**src/rtl/fpu_pkg.sv**
```systemverilog
// Shared FPU types: opcode encoding, operand-loader state encoding and frame geometry.
package fpu_pkg;

  typedef enum logic [2:0] {
    ADD = 3'd0,
    SUB = 3'd1,
    MUL = 3'd2,
    DIV = 3'd3,
    CMP = 3'd4
  } fpu_op_e;

  typedef enum logic [1:0] {
    IDLE,
    LOAD_A,
    LOAD_B,
    PRESENT
  } ldr_state_e;

  localparam int FRAME_BYTES   = 9;
  localparam int OPERAND_BYTES = 4;

endpackage

```
**src/rtl/stb_sync_edge.sv**
```systemverilog
// Pad-input synchroniser followed by a rising-edge detector; one-cycle pulse per rising edge.
module stb_sync_edge #(
  parameter int SYNC_STAGES = 2
) (
  input  logic clk,
  input  logic rst_n,
  input  logic ena,
  input  logic din,
  output logic pulse
);

  logic [SYNC_STAGES-1:0] sync;
  logic                   prev;

  // The synchroniser free-runs; only the edge-detect history honours ena.
  always_ff @(posedge clk or negedge rst_n) begin
    if (!rst_n) begin
      sync <= '0;
      prev <= 1'b0;
    end else begin
      sync <= {sync[SYNC_STAGES-2:0], din};
      if (ena) prev <= sync[SYNC_STAGES-1];
    end
  end

  assign pulse = sync[SYNC_STAGES-1] & ~prev;

endmodule

```
**src/rtl/fpu_operand_loader.sv**
```systemverilog
// Assembles opcode + two 32-bit operands from strobed host bytes into one FPU request.
// Optional mid-frame idle timeout enabled by defining FPU_LOADER_TIMEOUT_EN.
module fpu_operand_loader
  import fpu_pkg::*;
#(
  parameter int          SYNC_STAGES = 2,
  parameter logic [23:0] TIMEOUT_CYC = 24'd10_000_000
) (
  input  logic        clk,
  input  logic        rst_n,
  input  logic        ena,
  input  logic [7:0]  byte_in,
  input  logic        byte_stb,
  input  logic        frame_clr,
  input  logic        op_ready,
  output logic        op_valid,
  output logic [2:0]  opcode,
  output logic [31:0] op_a,
  output logic [31:0] op_b,
  output logic        busy,
  output logic [3:0]  byte_cnt,
  output logic        err_overrun
`ifdef FPU_LOADER_TIMEOUT_EN
  ,
  output logic        err_timeout
`endif
);

  if (SYNC_STAGES < 2 || TIMEOUT_CYC < 24'd2) begin : g_param_check
    $error("fpu_operand_loader: SYNC_STAGES must be >= 2 and TIMEOUT_CYC >= 2");
  end

  ldr_state_e state, state_nxt;
  fpu_op_e    op_q;
  logic [3:0] cnt_nxt;
  logic       valid_nxt, ovr_nxt;
  logic       ld_op, ld_a, ld_b;
  logic       stb_pulse, timeout_hit;
  logic [1:0] lane;

  stb_sync_edge #(.SYNC_STAGES(SYNC_STAGES)) u_stb (
    .clk   (clk),
    .rst_n (rst_n),
    .ena   (ena),
    .din   (byte_stb),
    .pulse (stb_pulse)
  );

  // Byte counts 1..4 map to lanes 0..3 for A, and 5..8 wrap to the same lanes for B.
  assign lane   = byte_cnt[1:0] - 2'd1;
  assign busy   = (state != IDLE);
  assign opcode = op_q;

`ifdef FPU_LOADER_TIMEOUT_EN
  logic [23:0] idle_cnt;
  logic        loading;

  assign loading     = (state == LOAD_A) || (state == LOAD_B);
  assign timeout_hit = ena & loading & ~stb_pulse & ~frame_clr &
                       (idle_cnt == TIMEOUT_CYC - 24'd1);

  always_ff @(posedge clk or negedge rst_n) begin
    if (!rst_n) begin
      idle_cnt    <= '0;
      err_timeout <= 1'b0;
    end else begin
      err_timeout <= timeout_hit;
      if (ena) begin
        if (stb_pulse || !loading || timeout_hit || frame_clr) idle_cnt <= '0;
        else                                                   idle_cnt <= idle_cnt + 24'd1;
      end
    end
  end
`else
  assign timeout_hit = 1'b0;
`endif

  always_comb begin
    state_nxt = state;
    cnt_nxt   = byte_cnt;
    valid_nxt = op_valid;
    ovr_nxt   = err_overrun;
    ld_op     = 1'b0;
    ld_a      = 1'b0;
    ld_b      = 1'b0;
    if (ena) begin
      if (frame_clr || timeout_hit) begin
        state_nxt = IDLE;
        valid_nxt = 1'b0;
        cnt_nxt   = '0;
      end else begin
        unique case (state)
          IDLE: if (stb_pulse) begin
            ld_op     = 1'b1;
            cnt_nxt   = 4'd1;
            ovr_nxt   = 1'b0;
            state_nxt = LOAD_A;
          end
          LOAD_A: if (stb_pulse) begin
            ld_a    = 1'b1;
            cnt_nxt = byte_cnt + 4'd1;
            if (cnt_nxt == 4'(OPERAND_BYTES + 1)) state_nxt = LOAD_B;
          end
          LOAD_B: if (stb_pulse) begin
            ld_b    = 1'b1;
            cnt_nxt = byte_cnt + 4'd1;
            if (cnt_nxt == 4'(FRAME_BYTES)) begin
              state_nxt = PRESENT;
              valid_nxt = 1'b1;
            end
          end
          PRESENT: begin
            if (stb_pulse) ovr_nxt = 1'b1;
            if (op_valid && op_ready) begin
              valid_nxt = 1'b0;
              cnt_nxt   = '0;
              state_nxt = IDLE;
            end
          end
          default: state_nxt = IDLE;
        endcase
      end
    end
  end

  always_ff @(posedge clk or negedge rst_n) begin
    if (!rst_n) begin
      state       <= IDLE;
      byte_cnt    <= '0;
      op_valid    <= 1'b0;
      err_overrun <= 1'b0;
    end else begin
      state       <= state_nxt;
      byte_cnt    <= cnt_nxt;
      op_valid    <= valid_nxt;
      err_overrun <= ovr_nxt;
    end
  end

  always_ff @(posedge clk or negedge rst_n) begin
    if (!rst_n) begin
      op_q <= ADD;
      op_a <= '0;
      op_b <= '0;
    end else begin
      if (ld_op) op_q <= fpu_op_e'(byte_in[2:0]);
      if (ld_a)  op_a[8*lane +: 8] <= byte_in;
      if (ld_b)  op_b[8*lane +: 8] <= byte_in;
    end
  end

endmodule

```
**config.mk**
```make
export PLATFORM = sky130hd
export DESIGN_NAME = fpu_operand_loader
export DESIGN_NICKNAME = d
export VERILOG_FILES = /design/src/rtl/fpu_pkg.sv /design/src/rtl/stb_sync_edge.sv /design/src/rtl/fpu_operand_loader.sv
export SDC_FILE = /design/constraint.sdc
export NUM_CORES = 1
export LEC_CHECK = 0
export ABC_AREA = 1
export BUFFER_PORTS_ARGS = -buffer_cell sky130_fd_sc_hd__buf_2
export CAP_MARGIN = 20
export CELL_PAD_IN_SITES_DETAIL_PLACEMENT = 2
export CELL_PAD_IN_SITES_GLOBAL_PLACEMENT = 2
export CORE_MARGIN = 2
export CORE_UTILIZATION = 35
export DETAILED_ROUTE_END_ITERATION = 7
export PLACE_DENSITY = 0.91
export SLEW_MARGIN = 5
export SYNTH_ARGS = -nofsm -noshare
export SYNTH_HDL_FRONTEND = slang
export SYNTH_SLANG_ARGS = --single-unit
```
**constraint.sdc**
```tcl
create_clock -name clk -period 4.45 [get_ports clk]
set_input_delay 0.445 -clock clk [delete_from_list [all_inputs] [get_ports clk]]
set_output_delay 0.445 -clock clk [all_outputs]
set_load 0.01 [all_outputs]
```
# After elaboration in Yosys (flattened, before gate mapping)
# Index checks and enable logic that the tools add are counted.
op_classes:
  n_mul: 0
  reduce_logical: 10
  order_cmp: 0
  n_eq_ne: 14
  add_sub_neg: 3
  shifts: 2
  div: 0
  muxes: 33
  bitwise: 3
op_table:
  columns: ["cell", "n"]
  rows:
  - ["$bwmux 32", 2]
  - ["$neg 5->34", 1]
  - ["$shift 8x34->32 const A", 1]
  - ["$shiftx 8x34->32", 1]
  - ["$ne 3x3->1 const B", 6]
  - ["$mux 1", 16]
  - ["$mux 4", 4]
  - ["$mux 2", 7]
  - ["$pmux 4 s3", 1]
  - ["$reduce_and 5->1", 2]
  - ["$pmux 2 s4", 1]
  - ["$reduce_and 7->1", 1]
  - ["$add 4x1->4 const B", 1]
  - ["$eq 2x2->1 const B", 2]
  - ["$eq 4x3->1 const B", 1]
  - ["$eq 4x4->1 const B", 1]
  - ["$ne 2x2->1 const B", 2]
  - ["$pmux 1 s2", 2]
  - ["$reduce_and 4->1", 1]
  - ["$reduce_bool 2->1", 2]
  - ["$ne 3x1->1 const B", 1]
  - ["$reduce_bool 3->1", 1]
  - ["$eq 2x1->1 const B", 1]
  - ["$logic_not 2->1", 1]
  - ["other kinds (5)", 6]
word_totals:
  inputBits: 14
  elab_cells: 74
  latchBits: 0
  memories: 0
  romBits: 0
  ramBits: 0
  reg_bits: 78
  out_inout_bits: 74

# Logic depth before layout (Yosys ltp)
logic_depth:
  depth_word: 6
  ltp_mapped: 10
  depth_no_buf: 10

# Hierarchy
# From an unflattened synthesis, not the netlist that was laid out.
unflattened:
  hier_cells: 336
  area_unflattened_um2: 3558.4
by_module_without_submodules:
  columns: ["module", "cells_per_inst", "seq_area_each_um2", "area_per_inst_um2", "n_inst"]
  rows:
  - ["fpu_operand_loader", 327, 1876.8, 3458.3, 1]
  - ["stb_sync_edge", 9, 75.1, 100.1, 1]

# Least setup slack after synthesis
# Ideal clock, no wire load.
synth_timing:
  path_kind: "register -> register"
  startpoint: "register byte_cnt[0]"
  endpoint: "register op_a[24]"
  stages_incl_launch_ff: 8
  setup_slack_ns: 2.555
  path_buffers: 2
  required_ns: 4.386
  arrival_time_ns: 1.831
  synth_period_minus_slack_ns: 1.895
  path_cell_list: "dfrtp_1 -> inv_1 -> clkbuf_1 -> ha_1 -> or2_2 -> buf_1 -> nor2_1 -> mux2_2"
synth_via:
  elab_chain_cells: 4
synth_lines:
  columns: ["item", "line", "rtl"]
  rows:
  - ["from (decl)", "fpu_operand_loader.sv:21", "output logic [3:0] byte_cnt,"]
  - ["from (signal assigned)", "fpu_operand_loader.sv:134", "byte_cnt <= cnt_nxt;"]
  - ["$sub 2x1->2 (*)", "fpu_operand_loader.sv:50", "assign lane = byte_cnt[1:0] - 2'd1;"]
  - ["$neg 5->34 (*)", "fpu_operand_loader.sv:147", "if (ld_a) op_a[8*lane +: 8] <= byte_in;"]
  - ["$shiftx 8x34->32 or $shift 8x34->32 (tied branches)", "fpu_operand_loader.sv:147", null]
  - ["$bwmux 32 (*)", "fpu_operand_loader.sv:147", null]
  - ["to (signal, indexed assignment)", "fpu_operand_loader.sv:147", null]
  - ["to (decl)", "fpu_operand_loader.sv:18", "output logic [31:0] op_a,"]
# Every way passes the cells marked *; elsewhere a longest branch is shown, timed or not.
# A chain may end at the register's enable or synchronous reset.

# Worst setup path after layout
layout_timing:
  startpoint: "register byte_cnt[0]"
  endpoint: "register op_a[26]"
# Same word-level chain as after synthesis.

==> results.txt <==
Final Cycle Share: 0.567
Post-Synth Adder-Cell Area: 0.0315
VDD IR-drop max: 0.182 mV
DP HPWL: 8140 um
register-to-register setup slack: 1.93 ns
Synth Area in XOR/XNOR: 0
Hold Crit Class: in2reg
die area: 11000 um2
post-synthesis mux area share: 0.161
commonest cells in the netlist: 78 x dfrtp_1, 51 x mux2_2, 49 x nand2_1
setup bufs post-CTS: 0
RR Endpoint: op_a[26]
drt first pass iters: 4
Tmin final: 2.52 ns
1st-iter DRT viols: 131
library cells used by synthesis: 29
CP required: 4.75 ns
worst path arrival time: 2.82 ns
clock network fraction of total power: 0.263
Critical Path End Type: flop
CP Buf/Inv Count: 1
initial core utilization: 0.362
Final #Nets: 426
Worst Tran Pin Value: 0.984 ns
Synth top area share: 0.546
# DRC: 0
Worst Hold Path Cells: 1
max incr delay on CP: 0.72 ns
largest net degree at the start of global routing: 79
Reg2Reg Depth: 5
f_max: 397 MHz
Worst Hold Launch: byte_stb
outcome: finished, final reports clean
switch share: 0.387
CP max-delay cell: dfrtp_1
largest family of logic cells by synthesized area: simple AND/OR/NAND/NOR gates
post-synthesis compound-gate area fraction: 0.0459
Overflow after GRT: 0
I/O Buffers: 87
max cap viols: 0
syn_area_per_cell: 11.5 um2
RSZ-0062 raised after global routing: false
CP Max Fanout: 17
Post-CTS Resized: 0
P_sw: 0.790 mW
total nets after synthesis: 334
top post-synthesis cells by area: dfrtp_1 55%, mux2_2 16%, nand2_1 5.1%
total wire length: 10900 um
core box area: 9860 um2
Post-Syn Instances: 311
Critical R2R Launch: byte_cnt[0]
initial antenna violation count: 0
Fin. Hold Viols: 0
Top-Level Pins: 88
sequential area share after synthesis: 0.546
TritonCTS Sinks: 78
Worst-path clk slew: 0.08 ns
Die H: 105 um
synthesis-stage register bit count: 78
area grow syn2layout: 21.3%
layout cells sized above 1: 0.441
htree depth: 3
WS Path Type: reg2reg
setup TNS: 0 ns
Post-Synth Simple-Gate Area: 0.185
vias in the first global route: 3076
Async S/R FF share, synth: 1.00
Num CTS Buffers: 9
top_reg_cell synth: dfrtp_1
Setup violations, final: 0
Pint: 1.25 mW
Clock Skew: 0.00909 ns
global-route wire length before repair: 17600 um
number of flops mapped to enable cells by yosys: 0
CP top delay family: flip-flops
clock latency on the worst-skew pair: 0.36 ns
max-slew violation count: 0
P_leak: 2.43 nW
YS warnings: 0
gpl congestion: 0.813
antenna cell count: 0
Tot Pwr: 2.04 mW
Flop pwr share: 0.425
vias post-DR: 2690
GRT Overall Usage: 0.208
CTS Buffer Depth: 2
Die X: 105 um
TritonCTS clock tree: built
Root Buffer: clkbuf_8
PD cells: 471 nW/um2
FILL cells: 1036
Routed WL per cell: 20.2 um
Syn Std Cell Area: 3570 um2
critical path launch point type: flop
vias per cell: 4.97
combinational power share: 0.311
Worst slew margin: 0.344
Antenna Nets Post-Route: 0
hold endpoint: u_stb.sync[0]
hold buffers post-CTS: 0
most used standard cell by instance count after synthesis: dfrtp_1
Synth area leader: dfrtp_1
CP cell instances: inv_1 -> ha_1 -> or2_2 -> nor2_1 -> mux2_2
row cnt: 36
[power groups by stage]
stage	Sequential [mW]	Combinational [mW]	Clock, mW
final	0.867	0.635	0.537
after global routing	0.883	0.703	0.579
after CTS	0.870	0.647	0.549
after detailed placement	0.882	0.638	0
after global placement	0.873	0.593	0
after floorplan	0.890	0.371	0
[logic make-up (layout without fill, tap and decap cells)]
logic type | after synthesis | count (layout)
AO/OA/AOI/OAI | 26 | 26
adder cells (fa/ha/maj) | 9 | 9
buffers and inverters | 26 | 123
flip-flops | 78 | 78
multiplexers | 51 | 51
AND/OR/NAND/NOR | 121 | 121
[flip-flops by register name, summed over array words and instances, names as in the netlist]
register	count
op_valid	1
op_b	32
u_stb.prev	1
u_stb.sync	2
opcode	3
err_overrun	1
op_a	32
byte_cnt	4
state	2
[per-layer routing]
metal,wire length [um],vias up,global-route usage,part of all wire
met2,5820,76,0.375,0.53
li1,-,1226,-,-
met5,0,-,0,0
met4,138,0,0.0505,0.013
met3,395,12,0.0462,0.036
met1,4570,1376,0.251,0.42
[area by class of cell]
class                   count  area (um2)  area share
clock buffers              10         128      0.0294
repair buffers             87         438       0.101
clock inverters             6        62.6      0.0144
multi-input cells         207        1510       0.349
flip-flops and latches     78        1950       0.450
inverters                  20        75.1      0.0173
well taps                 133         166      0.0384
[placed cells by master (no fill, tap or decap), types with 7 or more instances in the layout]
cell type	instances
dfrtp_1	78
clkbuf_8	9
o21ai_2	8
mux2_2	51
nand2_1	49
o21ai_0	12
inv_1	17
nor2_1	26
nor2_8	7
nand3_1	17
nor3_1	8
buf_2	86
ha_1	9
[worst register-to-register path: cells and delay by family, from the launching register on]
kind / cells / cell delay, ns
DFF: 1 / 0.72
and+or+nand+nor: 2 / 0.65
adders and majority gates: 1 / 0.56
buffers and inverters: 1 / 0.36
muxes: 1 / 0.18
[stage by stage]
stage / hold WS [ns] / instances / instance area (um2) / worst slack, ns / util
global route: 0.183 / 541 / 4330 / 1.66 / 0.439
global placement: 0.336 / 525 / 4140 / 2.25 / 0.420
floorplan: 0.149 / 311 / 3570 / 2.55 / -
CTS: 0.188 / 541 / 4330 / 1.89 / 0.439
detailed placement: 0.336 / 525 / 4140 / 1.95 / 0.420
finish: 0.205 / 541 / 4330 / 1.93 / 0.439
[worst max-delay path by stage]
stage                 from  depth (start not counted)  endpoint
2_1_floorplan  byte_cnt[0]                          7  op_a[24]
3_3_place_gp   byte_cnt[0]                          5  op_b[31]
3_5_place_dp   byte_cnt[0]                          5  op_a[27]
4_1_cts        byte_cnt[0]                          6   op_a[0]
5_1_grt        byte_cnt[0]                          6   op_a[6]
6_report       byte_cnt[0]                          5  op_a[26]
Note: power is estimated with default switching activity, not from simulation.
